**src/rtl/pipe_ctrl_pkg.sv**
```systemverilog
// Shared types and constants for the pipeline sequencer.
package pipe_ctrl_pkg;

  localparam int CNT_W_DEF = 16;

  typedef enum logic [1:0] {
    RUN  = 2'd0,
    HALT = 2'd1,
    STEP = 2'd2
  } pc_state_t;

  typedef struct packed {
    logic en;
    logic flush;
  } stage_ctrl_t;

endpackage

```
**src/rtl/load_use_detect.sv**
```systemverilog
// Combinational load-use hazard compare between the load in EX and the instruction in ID.
module load_use_detect
  import pipe_ctrl_pkg::*;
(
  input  logic       memread,
  input  logic [4:0] ex_rd,
  input  logic [4:0] rs1,
  input  logic [4:0] rs2,
  input  logic       use_rs1,
  input  logic       use_rs2,
  output logic       hazard
);

  logic match1;
  logic match2;

  // x0 is never a real producer, so it cannot cause a stall.
  always_comb begin
    match1 = use_rs1 && (rs1 == ex_rd);
    match2 = use_rs2 && (rs2 == ex_rd);
    hazard = memread && (ex_rd != 5'd0) && (match1 || match2);
  end

endmodule

```
**src/rtl/pipe_ctrl.sv**
```systemverilog
// Pipeline sequencer: load-use stalls, redirect flushes, debug halt/step FSM, perf counters.
module pipe_ctrl
  import pipe_ctrl_pkg::*;
#(
  parameter int CNT_W = CNT_W_DEF
) (
  input  logic             clk,
  input  logic             Rst,
  input  logic             debug,
  input  logic             step,
  input  logic             cnt_clr,
  input  logic             ID_EX_memread,
  input  logic [4:0]       ID_EX_rd,
  input  logic [4:0]       IF_ID_rs1,
  input  logic [4:0]       IF_ID_rs2,
  input  logic             IF_ID_use_rs1,
  input  logic             IF_ID_use_rs2,
  input  logic             EX_redirect,
  output logic             pc_en,
  output logic             IF_ID_en,
  output logic             IF_ID_flush,
  output logic             ID_EX_en,
  output logic             ID_EX_flush,
  output logic             pipe_en,
  output logic             halted,
  output logic [CNT_W-1:0] stall_cnt,
  output logic [CNT_W-1:0] flush_cnt
);

  pc_state_t   state;
  pc_state_t   state_nxt;
  stage_ctrl_t if_id_ctl;
  stage_ctrl_t id_ex_ctl;
  logic        hazard;
  logic        active;
  logic [1:0]  cnt_inc;
  logic [CNT_W-1:0] cnt [2];

  load_use_detect u_lud (
    .memread (ID_EX_memread),
    .ex_rd   (ID_EX_rd),
    .rs1     (IF_ID_rs1),
    .rs2     (IF_ID_rs2),
    .use_rs1 (IF_ID_use_rs1),
    .use_rs2 (IF_ID_use_rs2),
    .hazard  (hazard)
  );

  always_ff @(posedge clk) begin
    if (Rst) begin
      state <= RUN;
    end else begin
      state <= state_nxt;
    end
  end

  // Dropping debug in HALT wins over a concurrent step.
  always_comb begin
    state_nxt = state;
    case (state)
      RUN:     state_nxt = debug ? HALT : RUN;
      HALT: begin
        if (!debug) begin
          state_nxt = RUN;
        end else if (step) begin
          state_nxt = STEP;
        end else begin
          state_nxt = HALT;
        end
      end
      STEP:    state_nxt = debug ? HALT : RUN;
      default: state_nxt = RUN;
    endcase
  end

  assign active = (state != HALT);
  assign halted = (state == HALT);

  // Priority: reset fill > halt freeze > redirect squash > load-use bubble.
  always_comb begin
    pc_en           = 1'b1;
    if_id_ctl       = '{en: 1'b1, flush: 1'b0};
    id_ex_ctl       = '{en: 1'b1, flush: 1'b0};
    pipe_en         = 1'b1;
    if (Rst) begin
      pc_en         = 1'b0;
      if_id_ctl     = '{en: 1'b0, flush: 1'b1};
      id_ex_ctl     = '{en: 1'b0, flush: 1'b1};
      pipe_en       = 1'b0;
    end else if (!active) begin
      pc_en         = 1'b0;
      if_id_ctl     = '{en: 1'b0, flush: 1'b0};
      id_ex_ctl     = '{en: 1'b0, flush: 1'b0};
      pipe_en       = 1'b0;
    end else if (EX_redirect) begin
      if_id_ctl.flush = 1'b1;
      id_ex_ctl.flush = 1'b1;
    end else if (hazard) begin
      pc_en           = 1'b0;
      if_id_ctl.en    = 1'b0;
      id_ex_ctl.flush = 1'b1;
    end else begin
      pc_en           = 1'b1;
    end
  end

  assign IF_ID_en    = if_id_ctl.en;
  assign IF_ID_flush = if_id_ctl.flush;
  assign ID_EX_en    = id_ex_ctl.en;
  assign ID_EX_flush = id_ex_ctl.flush;

  assign cnt_inc[0] = active && hazard && !EX_redirect;
  assign cnt_inc[1] = active && EX_redirect;

  for (genvar gi = 0; gi < 2; gi++) begin : g_cnt
    // Saturating counter; clear beats increment.
    always_ff @(posedge clk) begin
      if (Rst || cnt_clr) begin
        cnt[gi] <= {CNT_W{1'b0}};
      end else if (cnt_inc[gi] && (cnt[gi] != {CNT_W{1'b1}})) begin
        cnt[gi] <= cnt[gi] + {{(CNT_W-1){1'b0}}, 1'b1};
      end else begin
        cnt[gi] <= cnt[gi];
      end
    end
  end

  assign stall_cnt = cnt[0];
  assign flush_cnt = cnt[1];

endmodule

```
**config.mk**
```make
export PLATFORM = sky130hd
export DESIGN_NAME = pipe_ctrl
export DESIGN_NICKNAME = d
export VERILOG_FILES = /design/src/rtl/pipe_ctrl_pkg.sv /design/src/rtl/load_use_detect.sv /design/src/rtl/pipe_ctrl.sv
export SDC_FILE = /design/constraint.sdc
export NUM_CORES = 1
export LEC_CHECK = 0
export ABC_AREA = 1
export ABC_CLOCK_PERIOD_IN_PS = 2800
export BUFFER_PORTS_ARGS = -buffer_cell sky130_fd_sc_hd__buf_2
export CAP_MARGIN = 20
export CELL_PAD_IN_SITES_DETAIL_PLACEMENT = 1
export CELL_PAD_IN_SITES_GLOBAL_PLACEMENT = 2
export CORE_MARGIN = 10
export CORE_UTILIZATION = 27
export CTS_BUF_LIST = sky130_fd_sc_hd__clkbuf_4
export DETAILED_ROUTE_END_ITERATION = 6
export PLACE_DENSITY = 0.89
export SLEW_MARGIN = 15
export SYNTH_ARGS = -nofsm -noshare
export SYNTH_HDL_FRONTEND = slang
export SYNTH_SLANG_ARGS = --single-unit
```
**constraint.sdc**
```tcl
create_clock -name clk -period 2.8 [get_ports clk]
set_clock_uncertainty 0.1 [all_clocks]
set_input_delay 0.14 -clock clk [delete_from_list [all_inputs] [get_ports clk]]
set_output_delay 0.14 -clock clk [all_outputs]
set_load 0.01 [all_outputs]
```
==> qor.csv <==
stage,metric,value,unit
outcome,outcome,"finished, final reports clean",
pwr,p_switching,0.297,mW
pwr,power_density,400,nW/µm²
clock_tree,cts_sink_count,34,
yosys,postSynthCellCount,257,
global_routing,maximum_number_of_pins_on_one_net_before_global_route_repair,17,
pwr,irDropWorstVdd,165,µV
die,die_h,108,µm
finish,final_layout_size_suffix_gt1_frac,0.300,
setup_path,critical_path.reg2reg.startpoint,cnt[1][0]$_SDFFCE_PN0P_,
clock_tree,clock_tree_from_tritoncts,yes,
pwr,power.share.switching,0.282,
setup_path,crit_required,2.56,ns
setup_path,cpMaxStageDelayCell,nor2_1,
hold_path,hold_start,cnt_clr,
setup_path,rrSetupSlack,0.71,ns
setup_path,worstSetupStartpointType,flip-flop,
finish,synthToLayoutAreaGrowth,24.8,%
detailed_routing,detail_route_antenna_nets,0,
pwr,total_leakage_power,1.19,nW
yosys,post_synthesis_cell_type_with_the_largest_combined_area,edfxtp_1,
clock_tree,clock_root_cell,clkbuf_4,
sta,slew_headroom,0.698,
pwr,total_power,1.05,mW
clock_tree,post_cts_resize_count,0,
setup_path,reg2reg_depth,7,
sta,finalHoldViolCount,0,
sta,timing.final.max_slew_violations,0,
yosys,yosys.cell_types.count,28,
global_routing,first_global_vias,1952,
finish,final_net_count,355,
global_routing,first_pass_grt_wire_length,9.74,mm
pwr,power.share.sequential,0.581,
hold_path,timing.hold.worst.class,input port to flip-flop,
global_routing,grt_util_all_layers,0.104,
detailed_routing,post_drt_wl_per_cell,13.8,µm
setup_path,cp_common_cell,inv_1,
placement,detail_placement_hpwl,4.87,mm
hold_path,hold_end,cnt[1][11]$_SDFFCE_PN0P_,
pwr,cellInternalPower,0.754,mW
setup_path,cp-end-kind,output port,
sta,rsz_0062_raised_after_global_routing,no,
yosys,synthTopCellsByArea,"edfxtp_1 46%, nand2_1 9.4%, nor2_1 6.8%, inv_1 6.4%, xor2_1 4.2%",
yosys,ys.warnings.count,0,
clock_tree,htree_num_levels,2,
die,die-width,108,µm
pwr,comb_power_share,0.160,
die,io_pins,63,
die,fp-row-count,32,
sta,tightestPinTransition,0.451,ns
die,floorplan.die_area,11700,µm²
clock_tree,clockBufferDepth,2,
die,start_util,0.275,
detailed_routing,drt_wl_total,5.97,mm
setup_path,cp.arrival,1.90,ns
job,max-cap-violations,0,
yosys,sequential_area_share_after_synthesis,0.475,
sta,finalSetupViolCount,0,
sta,max_freq,468,MHz
yosys,yosys.area.top_type_share,0.456,
finish,filler_cell_count,957,
placement,total_placed_cells_including_tap_cells,420,
finish,finalNonFillerCells,432,
sta,post-route-min-period,2.14,ns
yosys,syn-num-nets,283,
global_routing,overall_overflow_remaining_after_global_route,0,
detailed_routing,drt-initial-drc-count,33,
yosys,syn-cell-area,2110,µm²
setup_path,crit_start,state[0]$_SDFF_PP0_,
yosys,synth.avg_cell_area,8.19,µm²
sta,final.period_utilization,0.763,
finish,num_antenna_cells,0,
detailed_routing,drt_pass1_iterations,4,
setup_path,crit_path_kind,flip-flop to output port,
clock_tree,inserted_clock_buffers,5,
setup_path,r2r_end,cnt[1][9]$_SDFFCE_PN0P_,
detailed_routing,drc,0,
detailed_routing,detailroute.via_count,1917,
global_routing,number_of_antenna_violations_at_the_first_check_in_global_routing,0,
pwr,clockPowerShare,0.258,
setup_path,timing.critical_path.slowest_cell_delay,0.36,ns
clock_tree,clk_transition_reported_paths,0.10,ns
placement,port_buffers,62,
sta,finalSetupTns,0,ns
setup_path,crit_chain,inv_1 -> nor2_1 -> inv_1 -> nand2_1 -> inv_1 -> or2_2 -> o21bai_1 -> buf_2,
detailed_routing,viasPerCell,4.44,
yosys,ys_ff_latch,34,
die,design.core.area,7650,µm²
setup_path,worst_path_max_fanout,6,
clock_tree,insertion_delay,0.34,ns
hold_path,hold_depth,5,
placement,place.gp.congestion,0.762,
-- layout by cell type (no fill, tap or decap), drive strengths merged --
cell | Yosys | routed
nor3 | 11 | 11
clkbuf | 1 | 6
o21bai | 1 | 1
nor2 | 52 | 52
dlygate4sd3 | 0 | 4
nor3b | 1 | 1
o21ai | 10 | 10
a211oi | 1 | 1
xnor2 | 3 | 3
ha | 2 | 2
edfxtp | 32 | 32
nand2 | 55 | 55
dfxtp | 2 | 2
inv | 41 | 41
a21oi | 11 | 11
buf | 4 | 66
nand3 | 12 | 12
xor2 | 10 | 10
or2 | 2 | 2
nand4 | 6 | 6
clkinv | 0 | 2
-- synthesized netlist by cell type, drive strengths merged --
| master | n |
|---|---|
| nand4 | 6 |
| clkbuf | 1 |
| inv | 41 |
| nor3 | 11 |
| nand2 | 55 |
| nor3b | 1 |
| buf | 4 |
| dfxtp | 2 |
| a21oi | 11 |
| ha | 2 |
| nor2 | 52 |
| nand3 | 12 |
| or2 | 2 |
| o21bai | 1 |
| edfxtp | 32 |
| a211oi | 1 |
| xnor2 | 3 |
| xor2 | 10 |
| o21ai | 10 |
-- power groups by stage --
stage	Combinational, mW	Sequential [mW]	Clock (mW)
floorplan	0.0776	0.630	0
global placement	0.164	0.621	0
detailed placement	0.168	0.623	0
CTS	0.173	0.612	0.285
global route	0.189	0.617	0.304
finish	0.168	0.611	0.271
-- flip-flops by register name, summed over array words and instances (netlist names) --
| name | flops |
|---|---|
| cnt | 32 |
| state | 2 |
-- worst max-delay path, delay by kind of cell (launching register included) --
| family | cells | cell delay, ns |
|---|---|---|
| flops | 1 | 0.33 |
| compound gates | 1 | 0.17 |
| simple gates | 3 | 0.73 |
| buf+inv | 4 | 0.33 |
-- how the worst max path moves through the flow --
| stage | depth (start not counted) | end |
|---|---|---|
| 5_1_grt | 7 | cnt[1][9]$_SDFFCE_PN0P_ |
| 2_1_floorplan | 6 | cnt[1][0]$_SDFFCE_PN0P_ |
| 3_5_place_dp | 7 | cnt[1][1]$_SDFFCE_PN0P_ |
| 6_report | 8 | ID_EX_flush |
| 4_1_cts | 8 | ID_EX_flush |
| 3_3_place_gp | 7 | cnt[1][0]$_SDFFCE_PN0P_ |
-- what timing repair did --
item | in CTS | in global routing
buffers inserted | 0 | 0
hold buffers | 4 | 0
hold endpoints to repair | 2 | 0
-- cell families (layout without fill, tap and decap cells) --
group | after synthesis | count (layout) | synth area share
xor gates and xnor gates | 13 | 13 | 0.0541
AOI/OAI and AO/OA | 23 | 23 | 0.0570
adders and majority gates | 2 | 2 | 0.0119
buffers and inverters | 46 | 119 | 0.0915
and+or+nand+nor | 139 | 139 | 0.310
DFF | 34 | 34 | 0.475
-- layer usage --
layer  GRT usage  wire [µm]  up-vias
li1            -          -      967
met1       0.119       2490      908
met2       0.179       3040       34
met3      0.0357        380        8
met4      0.0282         58        0
met5           0          0        -
-- final cells by class --
class | instances | area, µm² | share of cell area
multi-input cells | 177 | 912 | 0.347
inverters | 41 | 154 | 0.0585
clock buffers | 6 | 45.0 | 0.0171
flip-flops and latches | 34 | 1000 | 0.381
well taps | 102 | 128 | 0.0485
clock inverters | 2 | 8.76 | 0.00333
repair buffers | 70 | 380 | 0.145
-- through the flow --
step,util,cell area (µm²),worst slack (ns),hold WS [ns]
4_1_cts,0.344,2630,0.604,0.276
5_1_grt,0.344,2630,0.462,0.298
2_1_floorplan,-,2110,0.0837,0.112
3_3_place_gp,0.331,2530,0.746,0.277
3_5_place_dp,0.331,2530,0.678,0.286
6_report,0.344,2630,0.664,0.287
(Power assumes the default switching activity.)
